**config.mk**
```make
export PLATFORM = sky130hd
export DESIGN_NAME = mc6809_cpu
export DESIGN_NICKNAME = d
export VERILOG_FILES = /design/src/rtl/mc6809_pkg.sv /design/src/rtl/mc6809_alu8.sv /design/src/rtl/mc6809_cpu.sv
export SDC_FILE = /design/constraint.sdc
export NUM_CORES = 1
export LEC_CHECK = 0
export CORE_ASPECT_RATIO = 0.7
export CORE_MARGIN = 4
export CORE_UTILIZATION = 40
export DETAILED_ROUTE_END_ITERATION = 12
export HOLD_SLACK_MARGIN = 0.02
export SETUP_SLACK_MARGIN = 0.4
export SLEW_MARGIN = 20
export SYNTH_ARGS = -nofsm -noshare
export SYNTH_HDL_FRONTEND = slang
export SYNTH_SLANG_ARGS = --single-unit
```
**constraint.sdc**
```tcl
create_clock -name cpu_clk -period 6.3 [get_ports cpu_clk]
set_clock_uncertainty 0.1 [all_clocks]
set_input_delay 0.945 -clock cpu_clk [delete_from_list [all_inputs] [get_ports cpu_clk]]
set_output_delay 0.945 -clock cpu_clk [all_outputs]
set_load 0.01 [all_outputs]
```
**src/rtl/mc6809_pkg.sv**
```systemverilog
// Shared definitions for the reduced 6809 core: bus states, opcode map,
// flag positions, branch-condition encoding and the opcode decoder.
package mc6809_pkg;

  typedef enum logic [2:0] {
    VEC_HI, VEC_LO, FETCH_OP, FETCH_B1, FETCH_B2, MEM_RD, MEM_WR
  } state_e;

  typedef enum logic [1:0] {ALU_PASS, ALU_INC, ALU_DEC, ALU_CLR} alu_op_e;
  typedef enum logic [2:0] {K_NOP, K_INH, K_LD, K_ST, K_BR} kind_e;
  typedef enum logic [1:0] {M_INH, M_IMM, M_DIR, M_EXT} mode_e;

  typedef struct packed {
    kind_e   kind;
    mode_e   mode;
    logic    reg_b;
    alu_op_e alu;
  } dec_t;

  localparam int CC_C = 0;
  localparam int CC_V = 1;
  localparam int CC_Z = 2;
  localparam int CC_N = 3;

  localparam logic [7:0] OP_LDA_IMM = 8'h86, OP_LDA_DIR = 8'h96, OP_LDA_EXT = 8'hB6;
  localparam logic [7:0] OP_LDB_IMM = 8'hC6, OP_LDB_DIR = 8'hD6, OP_LDB_EXT = 8'hF6;
  localparam logic [7:0] OP_STA_DIR = 8'h97, OP_STA_EXT = 8'hB7;
  localparam logic [7:0] OP_STB_DIR = 8'hD7, OP_STB_EXT = 8'hF7;
  localparam logic [7:0] OP_INCA = 8'h4C, OP_INCB = 8'h5C;
  localparam logic [7:0] OP_DECA = 8'h4A, OP_DECB = 8'h5A;
  localparam logic [7:0] OP_CLRA = 8'h4F, OP_CLRB = 8'h5F;
  localparam logic [7:0] OP_NOP  = 8'h12;

  // Opcode bits [3:1] pick the base test; bit 0 inverts it (BRA/BRN, BNE/BEQ, ...).
  typedef enum logic [2:0] {
    BC_ALWAYS, BC_HI, BC_CC, BC_NE, BC_VC, BC_PL, BC_GE, BC_GT
  } bcond_e;

  function automatic dec_t decode(input logic [7:0] op);
    dec_t d;
    d.kind  = K_NOP;
    d.mode  = M_INH;
    d.alu   = ALU_PASS;
    d.reg_b = (op[7:4] == 4'h5) || (op[7:6] == 2'b11);
    case (op)
      OP_LDA_IMM, OP_LDB_IMM: begin d.kind = K_LD; d.mode = M_IMM; end
      OP_LDA_DIR, OP_LDB_DIR: begin d.kind = K_LD; d.mode = M_DIR; end
      OP_LDA_EXT, OP_LDB_EXT: begin d.kind = K_LD; d.mode = M_EXT; end
      OP_STA_DIR, OP_STB_DIR: begin d.kind = K_ST; d.mode = M_DIR; end
      OP_STA_EXT, OP_STB_EXT: begin d.kind = K_ST; d.mode = M_EXT; end
      OP_INCA, OP_INCB:       begin d.kind = K_INH; d.alu = ALU_INC; end
      OP_DECA, OP_DECB:       begin d.kind = K_INH; d.alu = ALU_DEC; end
      OP_CLRA, OP_CLRB:       begin d.kind = K_INH; d.alu = ALU_CLR; end
      OP_NOP:                 d.kind = K_NOP;
      default: begin
        if (op[7:4] == 4'h2) begin
          d.kind = K_BR;
          d.mode = M_IMM;
        end
      end
    endcase
    return d;
  endfunction

  function automatic logic branch_taken(input logic [3:0] cond, input logic [3:0] cc);
    logic n, z, v, c, t;
    n = cc[CC_N];
    z = cc[CC_Z];
    v = cc[CC_V];
    c = cc[CC_C];
    case (bcond_e'(cond[3:1]))
      BC_ALWAYS: t = 1'b1;
      BC_HI:     t = !(c | z);
      BC_CC:     t = !c;
      BC_NE:     t = !z;
      BC_VC:     t = !v;
      BC_PL:     t = !n;
      BC_GE:     t = !(n ^ v);
      BC_GT:     t = !(z | (n ^ v));
      default:   t = 1'b1;
    endcase
    return t ^ cond[0];
  endfunction

endpackage

```
**src/rtl/mc6809_alu8.sv**
```systemverilog
// 8-bit accumulator ALU: pass-through (loads/stores), increment, decrement, clear.
module mc6809_alu8
  import mc6809_pkg::*;
(
  input  alu_op_e    op_i,
  input  logic [7:0] a_i,
  output logic [7:0] res_o,
  output logic       n_o,
  output logic       z_o,
  output logic       v_o
);

  always_comb begin
    res_o = a_i;
    v_o   = 1'b0;
    case (op_i)
      ALU_INC: begin res_o = a_i + 8'd1; v_o = (a_i == 8'h7F); end
      ALU_DEC: begin res_o = a_i - 8'd1; v_o = (a_i == 8'h80); end
      ALU_CLR: res_o = 8'h00;
      default: ;
    endcase
    n_o = res_o[7];
    z_o = (res_o == 8'h00);
  end

endmodule

```
**src/rtl/mc6809_cpu.sv**
```systemverilog
// Reduced 6809 core: every state is one two-clock bus access (address phase,
// then strobe phase); results land on the edge that ends the strobe phase.
module mc6809_cpu
  import mc6809_pkg::*;
#(
  parameter logic [15:0] RESET_VECTOR = 16'hFFFE,
  parameter logic [7:0]  DP_RESET     = 8'h00
) (
  input  logic        cpu_clk,
  input  logic        cpu_reset,
  output logic        cpu_we_o,
  output logic        cpu_oe_o,
  output logic [15:0] cpu_addr_o,
  input  logic [7:0]  cpu_data_i,
  output logic [7:0]  cpu_data_o
);

  state_e      state_q, state_d;
  logic        phase_q, phase_d;
  logic [15:0] addr_q, addr_d, pc_q, pc_d;
  logic        oe_q, oe_d, we_q, we_d;
  logic [7:0]  dout_q, dout_d, a_q, a_d, b_q, b_d, op_q, op_d, b1_q, b1_d;
  logic [3:0]  cc_q, cc_d;

  dec_t        dec;
  alu_op_e     alu_op;
  logic [7:0]  alu_in, alu_res, reg_val;
  logic        alu_n, alu_z, alu_v, upd_reg, upd_flags;
  logic [15:0] ea;

  // While fetching the opcode, decode the byte arriving on the bus; afterwards the latched one.
  assign dec     = decode((state_q == FETCH_OP) ? cpu_data_i : op_q);
  assign reg_val = dec.reg_b ? b_q : a_q;
  assign ea      = (state_q == FETCH_B2) ? {b1_q, cpu_data_i} : {DP_RESET, cpu_data_i};

  mc6809_alu8 u_alu (
    .op_i  (alu_op),
    .a_i   (alu_in),
    .res_o (alu_res),
    .n_o   (alu_n),
    .z_o   (alu_z),
    .v_o   (alu_v)
  );

  always_ff @(posedge cpu_clk) begin
    if (cpu_reset) begin
      state_q <= VEC_HI;
      phase_q <= 1'b0;
      addr_q  <= RESET_VECTOR;
      oe_q    <= 1'b0;
      we_q    <= 1'b0;
      dout_q  <= 8'h00;
      pc_q    <= 16'h0000;
      a_q     <= 8'h00;
      b_q     <= 8'h00;
      cc_q    <= 4'h0;
      op_q    <= 8'h00;
      b1_q    <= 8'h00;
    end else begin
      state_q <= state_d;
      phase_q <= phase_d;
      addr_q  <= addr_d;
      oe_q    <= oe_d;
      we_q    <= we_d;
      dout_q  <= dout_d;
      pc_q    <= pc_d;
      a_q     <= a_d;
      b_q     <= b_d;
      cc_q    <= cc_d;
      op_q    <= op_d;
      b1_q    <= b1_d;
    end
  end

  always_comb begin
    state_d = state_q;
    if (phase_q) begin
      case (state_q)
        VEC_HI:   state_d = VEC_LO;
        VEC_LO:   state_d = FETCH_OP;
        FETCH_OP: state_d = (dec.mode == M_INH) ? FETCH_OP : FETCH_B1;
        FETCH_B1: begin
          if (dec.mode == M_EXT)      state_d = FETCH_B2;
          else if (dec.mode != M_DIR) state_d = FETCH_OP;
          else if (dec.kind == K_ST)  state_d = MEM_WR;
          else                        state_d = MEM_RD;
        end
        FETCH_B2: state_d = (dec.kind == K_ST) ? MEM_WR : MEM_RD;
        default:  state_d = FETCH_OP;
      endcase
    end
  end

  always_comb begin
    alu_op = ALU_PASS;
    alu_in = cpu_data_i;
    if (state_q == FETCH_OP) begin
      alu_op = dec.alu;
      alu_in = reg_val;
    end else if (state_q == MEM_WR) begin
      alu_in = reg_val;
    end
  end

  always_comb begin
    phase_d   = ~phase_q;
    addr_d    = addr_q;
    oe_d      = 1'b0;
    we_d      = 1'b0;
    dout_d    = dout_q;
    pc_d      = pc_q;
    a_d       = a_q;
    b_d       = b_q;
    cc_d      = cc_q;
    op_d      = op_q;
    b1_d      = b1_q;
    upd_reg   = 1'b0;
    upd_flags = 1'b0;
    if (!phase_q) begin
      oe_d = (state_q != MEM_WR);
      we_d = (state_q == MEM_WR);
    end else begin
      case (state_q)
        VEC_HI: b1_d = cpu_data_i;
        VEC_LO: pc_d = {b1_q, cpu_data_i};
        FETCH_OP: begin
          op_d      = cpu_data_i;
          pc_d      = pc_q + 16'd1;
          upd_reg   = (dec.kind == K_INH);
          upd_flags = (dec.kind == K_INH);
        end
        FETCH_B1: begin
          b1_d      = cpu_data_i;
          pc_d      = pc_q + 16'd1;
          upd_reg   = (dec.kind == K_LD) && (dec.mode == M_IMM);
          upd_flags = upd_reg;
          // Offset is relative to the address just past the offset byte.
          if (dec.kind == K_BR && branch_taken(op_q[3:0], cc_q))
            pc_d = pc_q + 16'd1 + {{8{cpu_data_i[7]}}, cpu_data_i};
        end
        FETCH_B2: pc_d = pc_q + 16'd1;
        MEM_RD: begin
          upd_reg   = 1'b1;
          upd_flags = 1'b1;
        end
        MEM_WR:  upd_flags = 1'b1;
        default: ;
      endcase
      case (state_d)
        VEC_LO:         addr_d = RESET_VECTOR + 16'd1;
        MEM_RD, MEM_WR: addr_d = ea;
        default:        addr_d = pc_d;
      endcase
      if (state_d == MEM_WR) dout_d = reg_val;
    end
    if (upd_reg) begin
      if (dec.reg_b) b_d = alu_res;
      else           a_d = alu_res;
    end
    if (upd_flags) begin
      cc_d[CC_N] = alu_n;
      cc_d[CC_Z] = alu_z;
      cc_d[CC_V] = alu_v;
      if (alu_op == ALU_CLR) cc_d[CC_C] = 1'b0;
    end
  end

  assign cpu_addr_o = addr_q;
  assign cpu_oe_o   = oe_q;
  assign cpu_we_o   = we_q;
  assign cpu_data_o = dout_q;

endmodule

```
==> results of run 1 <==
[cell usage in the layout, fill, tap and decap left out, types with 19 or more instances in the layout]
cell type / count
a21oi_1: 62
clkdlybuf4s50_1: 34
dfxtp_1: 81
ha_1: 27
inv_1: 21
mux2i_1: 39
nand2_1: 84
nor2_1: 94
o21ai_0: 33
o22ai_1: 19
xnor2_1: 23
[final cells by class]
cell class | count | share of cell area
well taps | 195 | 0.0356
clock inverters | 6 | 0.0106
clock buffers | 10 | 0.0349
repair buffers | 50 | 0.0668
inverters | 23 | 0.0126
flip-flops and latches | 81 | 0.237
multi-input cells | 628 | 0.603
[routing by layer]
metal | vias to the layer above | wire [um]
met5 | - | 0
met3 | 23 | 2340
li1 | 2858 | -
met4 | 0 | 186
met1 | 2921 | 9880
met2 | 350 | 8170
[per-stage QoR]
| step | utilization | total power, W | hold slack, ns | cell area [um^2] | worst slack (ns) |
|---|---|---|---|---|---|
| 2_1_floorplan | - | 0.000714 | 0.354 | 6060 | 1.87 |
| 3_3_place_gp | 0.442 | 0.000793 | 0.339 | 6530 | 1.03 |
| 3_5_place_dp | 0.442 | 0.000796 | 0.347 | 6530 | 0.888 |
| 4_1_cts | 0.464 | 0.00135 | 0.361 | 6850 | 1.25 |
| 5_1_grt | 0.464 | 0.00141 | 0.378 | 6850 | 0.900 |
| 6_report | 0.464 | 0.00136 | 0.352 | 6850 | 1.21 |
[final timing paths]
check | start | end | slack [ns] | cells after the start
setup / recovery | cpu_data_i[4] | cc_q[2] | 1.21 | 16
setup reg to reg | state_q[2] | cc_q[2] | 1.63 | 14
hold / removal | cpu_data_o[3] | cpu_data_o[3] | 0.35 | 2
hold reg to reg | cpu_data_o[3] | cpu_data_o[3] | 0.35 | 2
[report_power, final]
part	switching, W	internal, W	total (W)
Combinational	0.000153	0.0000955	0.000249
Sequential	0.0000168	0.000528	0.000545
Clock	0.000238	0.000324	0.000562
Total	0.000408	0.000948	0.00136
[state kept, by name (all words and copies together) (netlist names), 8 cells and up]
signal	count
b1_q	8
a_q	8
b_q	8
pc_q	16
op_q	8
cpu_data_o	8
cpu_addr_o	16
[kinds of logic (layout without fill, tap and decap cells)]
logic type      after synthesis  after routing  share of synthesized area
compound gates              225            225                      0.250
xor+xnor                     38             38                     0.0549
fa+ha+maj                    29             29                     0.0623
buf+inv                      74             89                     0.0526
flops                        81             81                      0.267
mux                          47             47                     0.0803
simple gates                289            289                      0.233
[worst register-to-register path, stage by stage, from the launching register on]
cell and delay (ns):
dfxtp_1 0.31, or3b_1 0.63, mux2i_2 0.54, buf_4 0.26, mux2i_1 0.25, o21ai_0 0.22
ha_1 0.40, inv_1 0.08, or4_1 0.53, o32ai_2 0.35, and3_1 0.20, o21ai_1 0.06
a31o_1 0.24, o311a_2 0.17, a41o_1 0.22
==> impl_metrics.py, run 1 <==
metrics = {
    "critical_path": {
        "worstSetupPathType": "in -> reg",
        "critPathMostFrequentCell": "o21ai_1",
        "end_kind": "flop",
        "required_ns": 6.44,
        "cp_slowest_cell": "or4_1",
        "path_max_fanout": 7,
        "start_kind": "input pin",
        "cpPeakStageDelay_ns": 0.53,
        "crit_chain": "clkdlybuf4s50_1 > nor2b_1 > o21ai_1 > mux2i_2 > buf_4 > mux2i_1 > o21ai_0 > ha_1 > inv_1 > or4_1 > o32ai_2 > and3_1 > o21ai_1 > a31o_1 > o311a_2 > a41o_1",
        "cp_top_family": "compound AO/OA/AOI/OAI gates",
        "worst_ep_arrival_time_ns": 5.23,
        "path_buf_inv": 3,
    },
    "grt": {
        "track_usage": 0.237,
        "use_met3": 0.0644,
        "grt_remaining_overflow": 0,
        "grt_pass1_wl_um": 32500,
        "grt_pass1_vias": 5628,
        "grt_util_met2": 0.318,
        "grt_max_degree": 43,
        "grt_antenna_before_repair": 0,
        "grtUsageMet1": 0.376,
        "busiest_layer": "met1",
    },
    "routing": {
        "wirelength_um": 20600,
        "dr.first_iter.drc_count": 754,
        "drt_pass1_iterations": 8,
        "detail-route-antenna-nets": 0,
        "vias": 6152,
        "detail_route.wl_per_cell_um": 20.7,
        "via_per_inst": 6.20,
        "drc_errors": 0,
    },
    "synthesis": {
        "ys_ff_latch": 81,
        "synth_area_mm2": 0.00606,
        "synth_top_area_frac": 0.267,
        "yosys-top-cells-count": "nor2_1, nand2_1, dfxtp_1, a21oi_1, mux2i_1",
        "synth_cell_type_count": 85,
        "ys.flop_type": "dfxtp_1",
        "avgSynthCellArea_um2": 7.75,
        "yosysTopAreaCell": "dfxtp_1",
        "ys.warnings.count": 0,
        "syn-instance-count": 783,
        "synth.most_common_cell": "nor2_1",
        "synth-edff-count": 0,
        "async_reset_ff_frac": 0,
        "ys_seq_area_frac": 0.267,
        "synth_nets": 822,
        "ys_top_cells_by_area": "dfxtp_1, mux2i_1, nor2_1, ha_1, nand2_1",
    },
    "floorplan": {
        "core_area_mm2": 0.0148,
        "die_w_um": 155,
        "rows": 37,
        "start_util": 0.411,
        "dieArea_mm2": 0.0172,
        "io_pins": 36,
        "die_h_um": 111,
    },
    "clocking": {
        "numCtsBuffers": 9,
        "htree_levels": 3,
        "cts-root-buf": "clkbuf_16",
        "cts_setup_buffers": 0,
        "cts_tree": "done",
        "ctsResizeCount": 0,
        "ctsHoldBuffers": 0,
        "cts.sinks": 81,
        "clkSlewWorstSetupHoldPaths_ns": 0.07,
        "clk_latency_ns": 0.35,
        "clk_path_buf_depth": 2,
    },
    "placement": {
        "portBuffers": 35,
        "gp_congestion": 0.933,
        "post-place-cells": 977,
        "dp_hpwl_um": 15000,
    },
    "layout": {
        "fillers": 1466,
        "n_antenna_cell": 0,
        "drive_gt1_frac": 0.0865,
        "multi_input_area_mm2": 0.00413,
        "regArea_mm2": 0.00162,
        "instances_no_fill": 993,
        "layout.nets": 832,
        "syn2layout_area_growth_pct": 13.0,
    },
    "run_status": {
        "outcome": "finished, final reports clean",
    },
    "timing": {
        "rsz0062_at_grt": "no",
        "slew_headroom": 0.319,
        "layout_min_cycle_time_ns": 5.09,
        "setup_viol_count_final": 0,
        "finalSetupTns_ns": 0,
        "drv_slew": 0,
        "worst_pin_slew_ns": 1.02,
        "finalCritPeriodShare": 0.808,
        "fmax_ghz": 0.196,
        "hold_violations": 0,
    },
    "job": {
        "drv_cap": 0,
    },
    "hold_path": {
        "holdCritPathClass": "reg -> reg",
    },
    "power": {
        "power_density_mw_per_mm2": 198,
        "power.leakage_nw": 2.63,
        "peakVddDrop_mv": 0.128,
    },
}
Power figures use the tool's default switching activity.
==> run 2, diff against run 1 <==
==> constraint.sdc (replaced) <==
create_clock -name cpu_clk -period 5.35 [get_ports cpu_clk]
set_clock_uncertainty 0.1 [all_clocks]
set_input_delay 0.8025 -clock cpu_clk [delete_from_list [all_inputs] [get_ports cpu_clk]]
set_output_delay 0.8025 -clock cpu_clk [all_outputs]
set_load 0.01 [all_outputs]
==> run 2 against run 1 <==
Routed wire length up 0.45%. Hold slack better by 0.0082 ns. Critical path type unchanged. Utilization up 0.54 points. Largest power group unchanged. Count of clock-buffer cells in the layout down 1. Via count down 0.75%. Final area up 1.2%. Clock power up 27%.
==> impl_metrics.py, run 2 (synthesis results as in run 1) <==
metrics = {
    "run_status": {
        "outcome": "finished, final reports clean",
    },
    "critical_path": {
        "crit_chain": "clkdlybuf4s50_1 > buf_4 > nor3b_1 > nand3_1 > ha_1 > ha_1 > nand2_1 > or4_1 > o32ai_2 > and3_1 > o21ai_1 > a31o_1 > o311a_2 > a41o_1",
        "path_max_fanout": 8,
        "r2r_slack_ns": 1.09,
        "cp_slowest_cell": "clkdlybuf4s50_1",
        "path_buf_inv": 2,
        "cpPeakStageDelay_ns": 0.56,
        "start_kind": "input pin",
        "required_ns": 5.50,
        "worst_ep_arrival_time_ns": 4.82,
        "critPathMostFrequentCell": "ha_1",
        "worstSetupPathType": "in -> reg",
        "end_kind": "flop",
        "cp_top_family": "simple AND/OR/NAND/NOR gates",
    },
    "layout": {
        "drive_gt1_frac": 0.0954,
        "syn2layout_area_growth_pct": 14.3,
        "n_antenna_cell": 0,
        "layout.nets": 841,
        "most-common-layout-cells": "nor2_1, nand2_1, dfxtp_1, a21oi_1, mux2i_1",
        "mostFrequentLayoutCell": "nor2_1",
    },
    "timing": {
        "worst_pin_slew_ns": 0.952,
        "finalCritPeriodShare": 0.874,
        "hold_violations": 0,
        "setup_ws_ns": 0.676,
        "drv_slew": 0,
        "rsz0062_at_grt": "no",
        "setup_viol_count_final": 0,
        "fmax_ghz": 0.214,
        "layout_min_cycle_time_ns": 4.67,
        "finalSetupTns_ns": 0,
        "slew_headroom": 0.363,
    },
    "routing": {
        "via_per_inst": 6.09,
        "drt_pass1_iterations": 5,
        "wl_met2_um": 7850,
        "wl_met1_um": 10400,
        "vias": 6106,
        "route.top_layer_used": "met4",
        "detail-route-antenna-nets": 0,
        "drc_errors": 0,
        "route.met3.wl_um": 2090,
        "dr.first_iter.drc_count": 662,
        "detail_route.wl_per_cell_um": 20.6,
        "wirelength_um": 20700,
    },
    "job": {
        "drv_cap": 0,
    },
    "clocking": {
        "htree_levels": 3,
        "cts.sinks": 81,
        "ctsHoldBuffers": 0,
        "cts_setup_buffers": 0,
        "numCtsBuffers": 9,
        "cts_tree": "done",
        "clkSlewWorstSetupHoldPaths_ns": 0.07,
        "clk_latency_ns": 0.35,
        "ctsResizeCount": 0,
        "cts-root-buf": "clkbuf_16",
        "clk_path_buf_depth": 2,
    },
    "power": {
        "combPwrFrac": 0.178,
        "p_clk_frac": 0.432,
        "seqPwrFrac": 0.390,
        "p_int_w": 0.00115,
        "switching_share": 0.298,
        "peakVddDrop_mv": 0.161,
        "power.leakage_nw": 2.68,
        "p_sw_w": 0.000491,
        "power_density_mw_per_mm2": 237,
    },
    "floorplan": {
        "dieArea_mm2": 0.0172,
        "die_h_um": 111,
        "rows": 37,
        "core_area_mm2": 0.0148,
        "die_w_um": 155,
        "io_pins": 36,
        "start_util": 0.411,
    },
    "placement": {
        "gp_congestion": 0.939,
        "portBuffers": 35,
        "dp_hpwl_um": 15200,
        "post-place-ws_ns": 0.341,
    },
    "grt": {
        "grt_pass1_wl_um": 32400,
        "grt_remaining_overflow": 0,
        "track_usage": 0.236,
        "grt_max_degree": 35,
        "grt_antenna_before_repair": 0,
        "grt_pass1_vias": 5662,
    },
    "hold_path": {
        "holdCritPathClass": "reg -> reg",
    },
}
run 2: worst paths after layout:
check	from	endpoint	depth (start not counted)
worst min-delay path	cpu_addr_o[0]	cpu_addr_o[0]	2
worst min register to register	cpu_addr_o[0]	cpu_addr_o[0]	2
worst max register to register	state_q[1]	cc_q[2]	13
worst max-delay path	cpu_data_i[6]	cc_q[2]	14
run 2: area by class of cell:
type                    instances  area, um^2
repair buffers                 59         526
multi-input cells             628        4120
flip-flops and latches         81        1620
fillers                      1447        7840
clock buffers                   9         225
clock inverters                 7         106
well taps                     195         244
inverters                      23        86.3
run 2: metal layers:
metal,track usage,vias to the layer above
met2,0.303,281
met4,0.0501,0
met5,0,-
met1,0.379,2925
li1,-,2873
met3,0.0687,27
run 2: through the flow:
stage               cells  hold slack (ns)  utilization  area (um^2)  power (W)
floorplan             783            0.354            -         6060   0.000841
global placement      986            0.343        0.447         6600   0.000935
detailed placement    986            0.347        0.447         6600   0.000940
CTS                  1002            0.366        0.469         6930    0.00165
global route         1002            0.402        0.469         6930    0.00170
finish               1002            0.361        0.469         6930    0.00165
run 2: tightest hold or removal path, stage by stage (launching register included):
cell,delay (ns)
dfxtp_1,0.32
nand2_1,0.05
o21ai_1,0.05
run 2: power by group through the flow:
| stage | clock [W] | sequential [W] | combinational, W |
|---|---|---|---|
| global route | 0.000741 | 0.000644 | 0.000317 |
| global placement | 0 | 0.000654 | 0.000281 |
| detailed placement | 0 | 0.000655 | 0.000285 |
| floorplan | 0 | 0.000652 | 0.000190 |
| CTS | 0.000718 | 0.000641 | 0.000287 |
| finish | 0.000711 | 0.000642 | 0.000292 |
